===== src/rtl/gate_exerciser_3_inputs.sv =====
// Sweeps all eight input vectors into a 3-input gate, samples its Result after a
// settle delay and records per-vector mismatches against a built-in gate model.
module gate_exerciser_3_inputs #(
  parameter logic [2:0]  BubblesMask  = 3'd1,
  parameter int unsigned GateType     = 1,
  parameter int unsigned SettleCycles = 2
) (
  input  logic       GlobalClock,
  input  logic       nReset,
  input  logic       Start,
  input  logic       DUT_Result,
  output logic       Input_1,
  output logic       Input_2,
  output logic       Input_3,
  output logic [2:0] VectorIndex,
  output logic       Busy,
  output logic       Done,
  output logic       Pass,
  output logic [7:0] MismatchMap
);

  typedef enum logic [1:0] {ST_IDLE, ST_RUN, ST_DONE} state_t;

  localparam logic [3:0] SETTLE = 4'(SettleCycles);

  state_t     state_q, state_d;
  logic [2:0] idx_q, idx_d;
  logic [3:0] cnt_q, cnt_d;
  logic [7:0] map_q, map_d;
  logic       pass_q, pass_d;
  logic       miss;
  logic [7:0] map_upd;

  function automatic logic model(input logic [2:0] idx);
    logic [2:0] r;
    r = idx ^ BubblesMask;
    case (GateType)
      0:       model = &r;
      1:       model = ~&r;
      2:       model = |r;
      3:       model = ~|r;
      4:       model = ^r;
      5:       model = ~^r;
      default: model = ~&r;
    endcase
  endfunction

  always_comb begin
    miss    = (DUT_Result != model(idx_q));
    map_upd = map_q | (8'(miss) << idx_q);
  end

  always_comb begin
    state_d = state_q;
    idx_d   = idx_q;
    cnt_d   = cnt_q;
    map_d   = map_q;
    pass_d  = pass_q;
    case (state_q)
      ST_IDLE, ST_DONE: begin
        if (Start) begin
          state_d = ST_RUN;
          idx_d   = 3'd0;
          cnt_d   = SETTLE;
          map_d   = 8'h00;
          pass_d  = 1'b0;
        end
      end
      ST_RUN: begin
        // The sample edge is the one that would bring the counter to zero.
        if (cnt_q <= 4'd1) begin
          map_d = map_upd;
          if (idx_q == 3'd7) begin
            state_d = ST_DONE;
            cnt_d   = 4'd0;
            pass_d  = (map_upd == 8'h00);
          end else begin
            idx_d = idx_q + 3'd1;
            cnt_d = SETTLE;
          end
        end else begin
          cnt_d = cnt_q - 4'd1;
        end
      end
      default: state_d = ST_IDLE;
    endcase
  end

  always_ff @(posedge GlobalClock or negedge nReset) begin
    if (!nReset) begin
      state_q <= ST_IDLE;
      idx_q   <= 3'd0;
      cnt_q   <= 4'd0;
      map_q   <= 8'h00;
      pass_q  <= 1'b0;
    end else begin
      state_q <= state_d;
      idx_q   <= idx_d;
      cnt_q   <= cnt_d;
      map_q   <= map_d;
      pass_q  <= pass_d;
    end
  end

  // Stimulus comes straight from the index register; it is 0 in IDLE.
  assign Input_1     = idx_q[0];
  assign Input_2     = idx_q[1];
  assign Input_3     = idx_q[2];
  assign VectorIndex = idx_q;
  assign Busy        = (state_q == ST_RUN);
  assign Done        = (state_q == ST_DONE);
  assign Pass        = pass_q;
  assign MismatchMap = map_q;

endmodule


===== config.mk =====
export PLATFORM = sky130hd
export DESIGN_NAME = gate_exerciser_3_inputs
export DESIGN_NICKNAME = d
export VERILOG_FILES = /design/src/rtl/gate_exerciser_3_inputs.sv
export SDC_FILE = /design/constraint.sdc
export NUM_CORES = 1
export LEC_CHECK = 0
export CAP_MARGIN = 20
export CORE_MARGIN = 2
export CORE_UTILIZATION = 48
export DETAILED_ROUTE_END_ITERATION = 10
export PLACE_DENSITY_LB_ADDON = 0.12
export SETUP_SLACK_MARGIN = 0.5
export SLEW_MARGIN = 20
export SYNTH_ARGS = -nofsm -noshare
export SYNTH_HDL_FRONTEND = slang
export SYNTH_SLANG_ARGS = --single-unit
export TNS_END_PERCENT = 1

===== constraint.sdc =====
create_clock -name GlobalClock -period 2 [get_ports GlobalClock]
set_input_delay 0.4 -clock GlobalClock [delete_from_list [all_inputs] [get_ports GlobalClock]]
set_output_delay 0.4 -clock GlobalClock [all_outputs]
set_load 0.05 [all_outputs]

==> flow_metrics.env, run 1 <==
export IMPL_status="finished, final reports clean"
export IMPL_netlist_area_leader_share_pct=47.87
export IMPL_grt_pass1_vias=713
export IMPL_fp_coreArea_sq_mm=0.001902
export IMPL_wl_per_cell_microns=14.63
export IMPL_root_buffer="clkbuf_4"
export IMPL_synth_edf_count=0
export IMPL_insertion_delay_ns=0.29
export IMPL_worstPathArrival_ns=1.21
export IMPL_cpPeakStageDelay_ns=0.51
export IMPL_fp_dieH_microns=48.28
export IMPL_clock_sinks=18
export IMPL_yosysWarnings=0
export IMPL_grt_max_degree=14
export IMPL_synth_flop_cell="dfrtp_1"
export IMPL_critPathSlowestCell="clkdlybuf4s15_1"
export IMPL_ys_seq_area_share_pct=47.87
export IMPL_fin_util_pct=68.03
export IMPL_cts_tree="yes"
export IMPL_gp_congestion=0.8029
export IMPL_gr_usage_all_layers_pct=20.20
export IMPL_die_area_sq_mm=0.002330
export IMPL_dr_wl_met3_microns=99
export IMPL_dp_cells=136
export IMPL_antenna_found_initial=0
export IMPL_n_fill_cell=146
export IMPL_antenna_left=0
export IMPL_rows=16
export IMPL_p_leak_nw=0.5591
export IMPL_grt_overflow_total=0
export IMPL_criticalPathCategory="reg2out"
export IMPL_r2r_slack_ns=0.41
export IMPL_reg2reg_depth=4
export IMPL_maxCapViolations=0
export IMPL_diodes=0
export IMPL_tns_ns=0
export IMPL_grt_pass1_wl_mm=3.201
export IMPL_cp_max_fo=3
export IMPL_highest_layer="met4"
export IMPL_syn2layout_area_growth_pct=37.50
export IMPL_wl_mm=2.092
export IMPL_syn_area_per_cell_sq_um=10.23
export IMPL_crit_family="buffers and inverters"
export IMPL_path_cells="clkdlybuf4s15_1"
export IMPL_layout_commonest_cell="dfrtp_1"
export IMPL_port_buffers=20
export IMPL_path_buf_inv=1
export IMPL_final_setup_viol_count=0
export IMPL_slew_violations=0
export IMPL_period_share_pct=80.66
export IMPL_ios=21
export IMPL_ys_ff_latch=18
export IMPL_clockBufferDepth=2
export IMPL_cts_buffers_inserted=3
export IMPL_drt_iter0_drc=19
export IMPL_hold_path_class="in2async"
export IMPL_p_per_area_mw_per_mm2=1829
export IMPL_hpwl_mm=1.522
export IMPL_syn_instance_count=92
export IMPL_path_clk_slew_ns=0.10
export IMPL_met1_length_microns=956
export IMPL_wl_met2_mm=1.004
export IMPL_async_reset_ff_share_pct=100.0
export IMPL_finalClockSkew_ns=0.003796
export IMPL_cp_endpoint="MismatchMap[7]"
export IMPL_total_power_mw=2.366
export IMPL_crit_required_ns=1.60
export IMPL_endpoint_kind="output port"
export IMPL_final_nets=125
export IMPL_final_hold_viol_count=0
export IMPL_r2r_start="cnt_q[3]"
export IMPL_drc=0
export IMPL_vias=809
export IMPL_r2r_end="Pass"
export IMPL_worst_pin_slew_ns=0.4972
export IMPL_relSlewSlack_pct=66.86
export IMPL_die_x_microns=48.28
export IMPL_max_freq_mhz=619.9
export IMPL_startpoint_type="register"
export IMPL_ys_types=32
export IMPL_layout_common_cells="dfrtp_1, buf_4, nand2_1"
export IMPL_synth_area_leaders="dfrtp_1, ha_1, nand2_1"
export IMPL_rsz0062_at_grt="true"
export IMPL_drive_gt1_share_pct=31.03
export IMPL_syn_area_sq_um=940.9
export IMPL_ir_worst_vdd_uv=1098
export IMPL_via_per_inst=5.657
export IMPL_fin_crit_ns=1.613
export IMPL_hold_worst_slack_ns=0.4114
export IMPL_crit_cells=1
export IMPL_cp_startpoint="MismatchMap[7]"
export IMPL_htreeDepth=1
export IMPL_synth_top_area_cell="dfrtp_1"
export IMPL_drtPass1Iterations=4
export IMPL_syn_nets=100
export IMPL_start_util_pct=49.47
export IMPL_finalNonFillerCells=143
## state kept, by name (all words and copies together) (netlist names)
signal / count
state_q: 2
cnt_q: 4
Pass: 1
MismatchMap: 8
VectorIndex: 3
## metal layers
layer | track usage (%) | vias up
met5 | 0 | -
met4 | 7.568 | 0
met3 | 2.222 | 4
met2 | 32.11 | 26
met1 | 28.34 | 399
li1 | - | 380
## worst min path at each step
stage | start | slack, ns | to | cells past startpoint
3_5_place_dp | MismatchMap[1] | 0.50 | MismatchMap[1] | 2
6_report | nReset | 0.41 | MismatchMap[2] | 1
2_1_floorplan | nReset | 0.10 | MismatchMap[0] | 0
5_1_grt | nReset | 0.45 | MismatchMap[4] | 1
4_1_cts | nReset | 0.43 | MismatchMap[3] | 1
3_3_place_gp | MismatchMap[5] | 0.50 | MismatchMap[5] | 2
## power by group
part	internal [mW]	total, mW	switching (mW)	leakage (nW)
sequential	0.518	0.677	0.159	0.227
clock	0.111	0.224	0.113	0.0210
combinational	0.534	1.47	0.932	0.311
total	1.16	2.37	1.20	0.559
## through the flow
step                area, sq um  worst slack, ns
floorplan                 979.7           0.4530
global placement           1187           0.2856
detailed placement         1187           0.2211
CTS                        1267           0.3861
global route               1294           0.3374
finish                     1294           0.3867
## worst register-to-register path, cell delays in order, from the launching register on
cell and delay, ns:
dfrtp_1 0.44, or2_4 0.31, or3_4 0.41, a221oi_2 0.26, a31o_1 0.12
## logic make-up (layout without fill, tap and decap cells)
kind of cell,Yosys count,after routing,synth area share (%)
mux,2,2,2.261
compound gates,20,20,15.43
flops,18,18,47.87
simple gates,38,38,23.94
buf+inv,10,34,5.185
fa+ha+maj,4,4,5.319
## cell type report
type                       count  area, sq um  share of cell area [%]
clock buffer                   4        36.28                   2.805
inverter                       6        27.53                   2.128
multi-input combinational     64        523.0                   40.43
sequential                    18        456.7                   35.30
tap                           27        33.78                   2.611
timing repair buffer          24        216.5                   16.73
## synthesized netlist by cell type (3+ instances only)
| cell | instances |
|---|---|
| dfrtp_1 | 18 |
| nand2_1 | 10 |
| o21ai_0 | 6 |
| inv_1 | 5 |
| nor2_1 | 5 |
| o31ai_1 | 5 |
| ha_1 | 4 |
| nand3_1 | 4 |
| a32o_1 | 3 |
| buf_4 | 3 |
| nand2b_1 | 3 |
| nor3_1 | 3 |
| or3_1 | 3 |
## repair_timing
| action | 4_1_cts | 5_1_grt |
|---|---|---|
| endpoints found under the hold margin | 0 | 0 |
| setup endpoints to repair | 27 | 30 |
| hold buffers | 0 | 0 |
| pin swaps | 1 | 1 |
| gates resized for setup | 21 | 8 |
| gates cloned | 0 | 0 |
| setup buffers | 3 | 0 |
Power figures use the tool's default switching activity.
==> inputs of run 2 (changes only) <==
Settings changed: CORE_UTILIZATION 48 to 44.
Clock period 2 ns to 1.3 ns, I/O delays scaled along.
==> run 2 against run 1 <==
Against the previous run: design area grew 35%; wire length grew 80%; the run now ends with setup timing left; flip-flop and latch count did not move; combinational power up 150%; global-route usage grew 7.6 points; clock power is 63% higher; final cell count up 17%; sequential share of layout area decreased by 9.0 points; count of clock-buffer cells in the layout unchanged; sequential power is 60% higher.
==> flow_metrics.env, run 2 (same netlist as run 1, synthesis figures left out) <==
export IMPL_criticalPathCategory="reg2reg"
export IMPL_path_cells="inv_2, ha_4, nor2_4, buf_6, nor4_4, buf_4, mux2i_1"
export IMPL_grt_pass1_wl_mm=5.202
export IMPL_port_buffers=20
export IMPL_hpwl_mm=1.961
export IMPL_largest_register_ffs=8
export IMPL_endpoint_kind="register"
export IMPL_rsz0062_at_grt="true"
export IMPL_root_buffer="clkbuf_4"
export IMPL_final_nets=150
export IMPL_p_leak_nw=0.7544
export IMPL_cts_tree="yes"
export IMPL_grt_pass1_vias=1047
export IMPL_hold_path_class="in2async"
export IMPL_max_freq_mhz=599.2
export IMPL_fin_crit_ns=1.669
export IMPL_maxCapViolations=0
export IMPL_cts_buffers_inserted=3
export IMPL_finalNonFillerCells=168
export IMPL_gr_usage_all_layers_pct=27.78
export IMPL_ir_worst_vdd_uv=2283
export IMPL_finalClockSkew_ns=0.01473
export IMPL_cpPeakStageDelay_ns=0.45
export IMPL_antenna_found_initial=0
export IMPL_clock_sinks=18
export IMPL_layout_common_cells="buf_4, buf_12, dfrtp_1"
export IMPL_slew_violations=0
export IMPL_path_clk_slew_ns=0.12
export IMPL_gp_congestion=0.8442
export IMPL_rows=16
export IMPL_ios=21
export IMPL_vias=1041
export IMPL_grt_max_degree=19
export IMPL_die_x_microns=50.24
export IMPL_clockBufferDepth=2
export IMPL_via_per_inst=6.196
export IMPL_worst_pin_slew_ns=0.3236
export IMPL_wl_per_cell_microns=22.36
export IMPL_layout_commonest_cell="buf_4"
export IMPL_r2r_end="VectorIndex[0]"
export IMPL_worstPathArrival_ns=1.90
export IMPL_violations="setup timing"
export IMPL_period_share_pct=128.4
export IMPL_insertion_delay_ns=0.31
export IMPL_dp_cells=158
export IMPL_hold_worst_slack_ns=0.2695
export IMPL_drt_iter0_drc=49
export IMPL_htreeDepth=1
export IMPL_critPathSlowestCell="dfrtp_1"
export IMPL_drtPass1Iterations=4
export IMPL_start_util_pct=47.47
export IMPL_reg2reg_depth=7
export IMPL_diodes=0
export IMPL_syn2layout_area_growth_pct=85.11
export IMPL_fp_dieH_microns=50.24
export IMPL_r2r_slack_ns=-0.37
export IMPL_n_fill_cell=79
export IMPL_startpoint_type="register"
export IMPL_final_hold_viol_count=0
export IMPL_r2r_start="cnt_q[0]"
export IMPL_drive_gt1_share_pct=54.61
export IMPL_relSlewSlack_pct=78.31
export IMPL_crit_required_ns=1.53
export IMPL_wl_mm=3.757
export IMPL_antenna_left=0
export IMPL_die_area_sq_mm=0.002524
export IMPL_drc=0
export IMPL_fp_coreArea_sq_mm=0.001982
export IMPL_p_per_area_mw_per_mm2=2914
export IMPL_status="complete, but fails checks"
export IMPL_grt_overflow_total=0
export IMPL_final_setup_viol_count=26
export IMPL_finalWorstSetupSlack_ns=-0.3689
export IMPL_cp_max_fo=5
[run 2: cell type report]
cell class                 instances  area [sq um]  area share, %
tap                               27         33.78          1.940
multi-input combinational         64         551.8          31.68
inverter                           6         27.53          1.580
clock buffer                       4         36.28          2.083
sequential                        18         457.9          26.29
timing repair buffer              49         634.4          36.42
[run 2: timing repair]
| action | CTS | global route |
|---|---|---|
| setup buffers | 5 | 1 |
| setup endpoints to repair | 35 | 35 |
| gates resized for setup | 21 | 11 |
| pin swaps | 7 | 4 |
| hold buffers | 0 | 0 |
[run 2: worst max-delay path by stage]
stage,start,to,cells after the start
global placement,DUT_Result,Pass,4
detailed placement,VectorIndex[0],VectorIndex[1],5
global route,cnt_q[0],MismatchMap[3],6
CTS,cnt_q[2],Pass,4
finish,cnt_q[0],VectorIndex[0],7
floorplan,VectorIndex[1],Pass,6
[run 2: power breakdown]
| part | leakage (nW) | internal (mW) | switching (mW) |
|---|---|---|---|
| logic | 0.508 | 1.75 | 1.88 |
| clock network | 0.0210 | 0.171 | 0.194 |
| registers | 0.226 | 0.797 | 0.281 |
[run 2: critical path: cells and delay by family, from the launching register on]
family	cells	cell delay (ns)
DFF	1	0.45
adders and majority gates	1	0.16
and+or+nand+nor	2	0.36
buffers and inverters	3	0.44
muxes	1	0.20
[run 2: per-stage QoR]
step / cell area, sq um / util (%) / TNS, ns / power, mW / worst slack (ns)
CTS: 1689 / 85.23 / -2.541 / 4.674 / -0.2227
detailed placement: 1530 / 77.21 / -3.072 / 3.969 / -0.2937
global placement: 1530 / 77.21 / -2.287 / 3.880 / -0.2372
floorplan: 979.7 / - / -2.337 / 2.542 / -0.2470
global route: 1742 / 87.88 / -6.201 / 5.230 / -0.4659
finish: 1742 / 87.88 / -5.025 / 5.076 / -0.3689
[run 2: layer usage]
metal  GRT usage, %  vias up  share of wire [%]
met5              0        -                  0
li1               -      435                  -
met4          8.796        0                3.2
met2          46.05       67                 50
met3          4.167       17                7.2
met1          37.09      522                 39
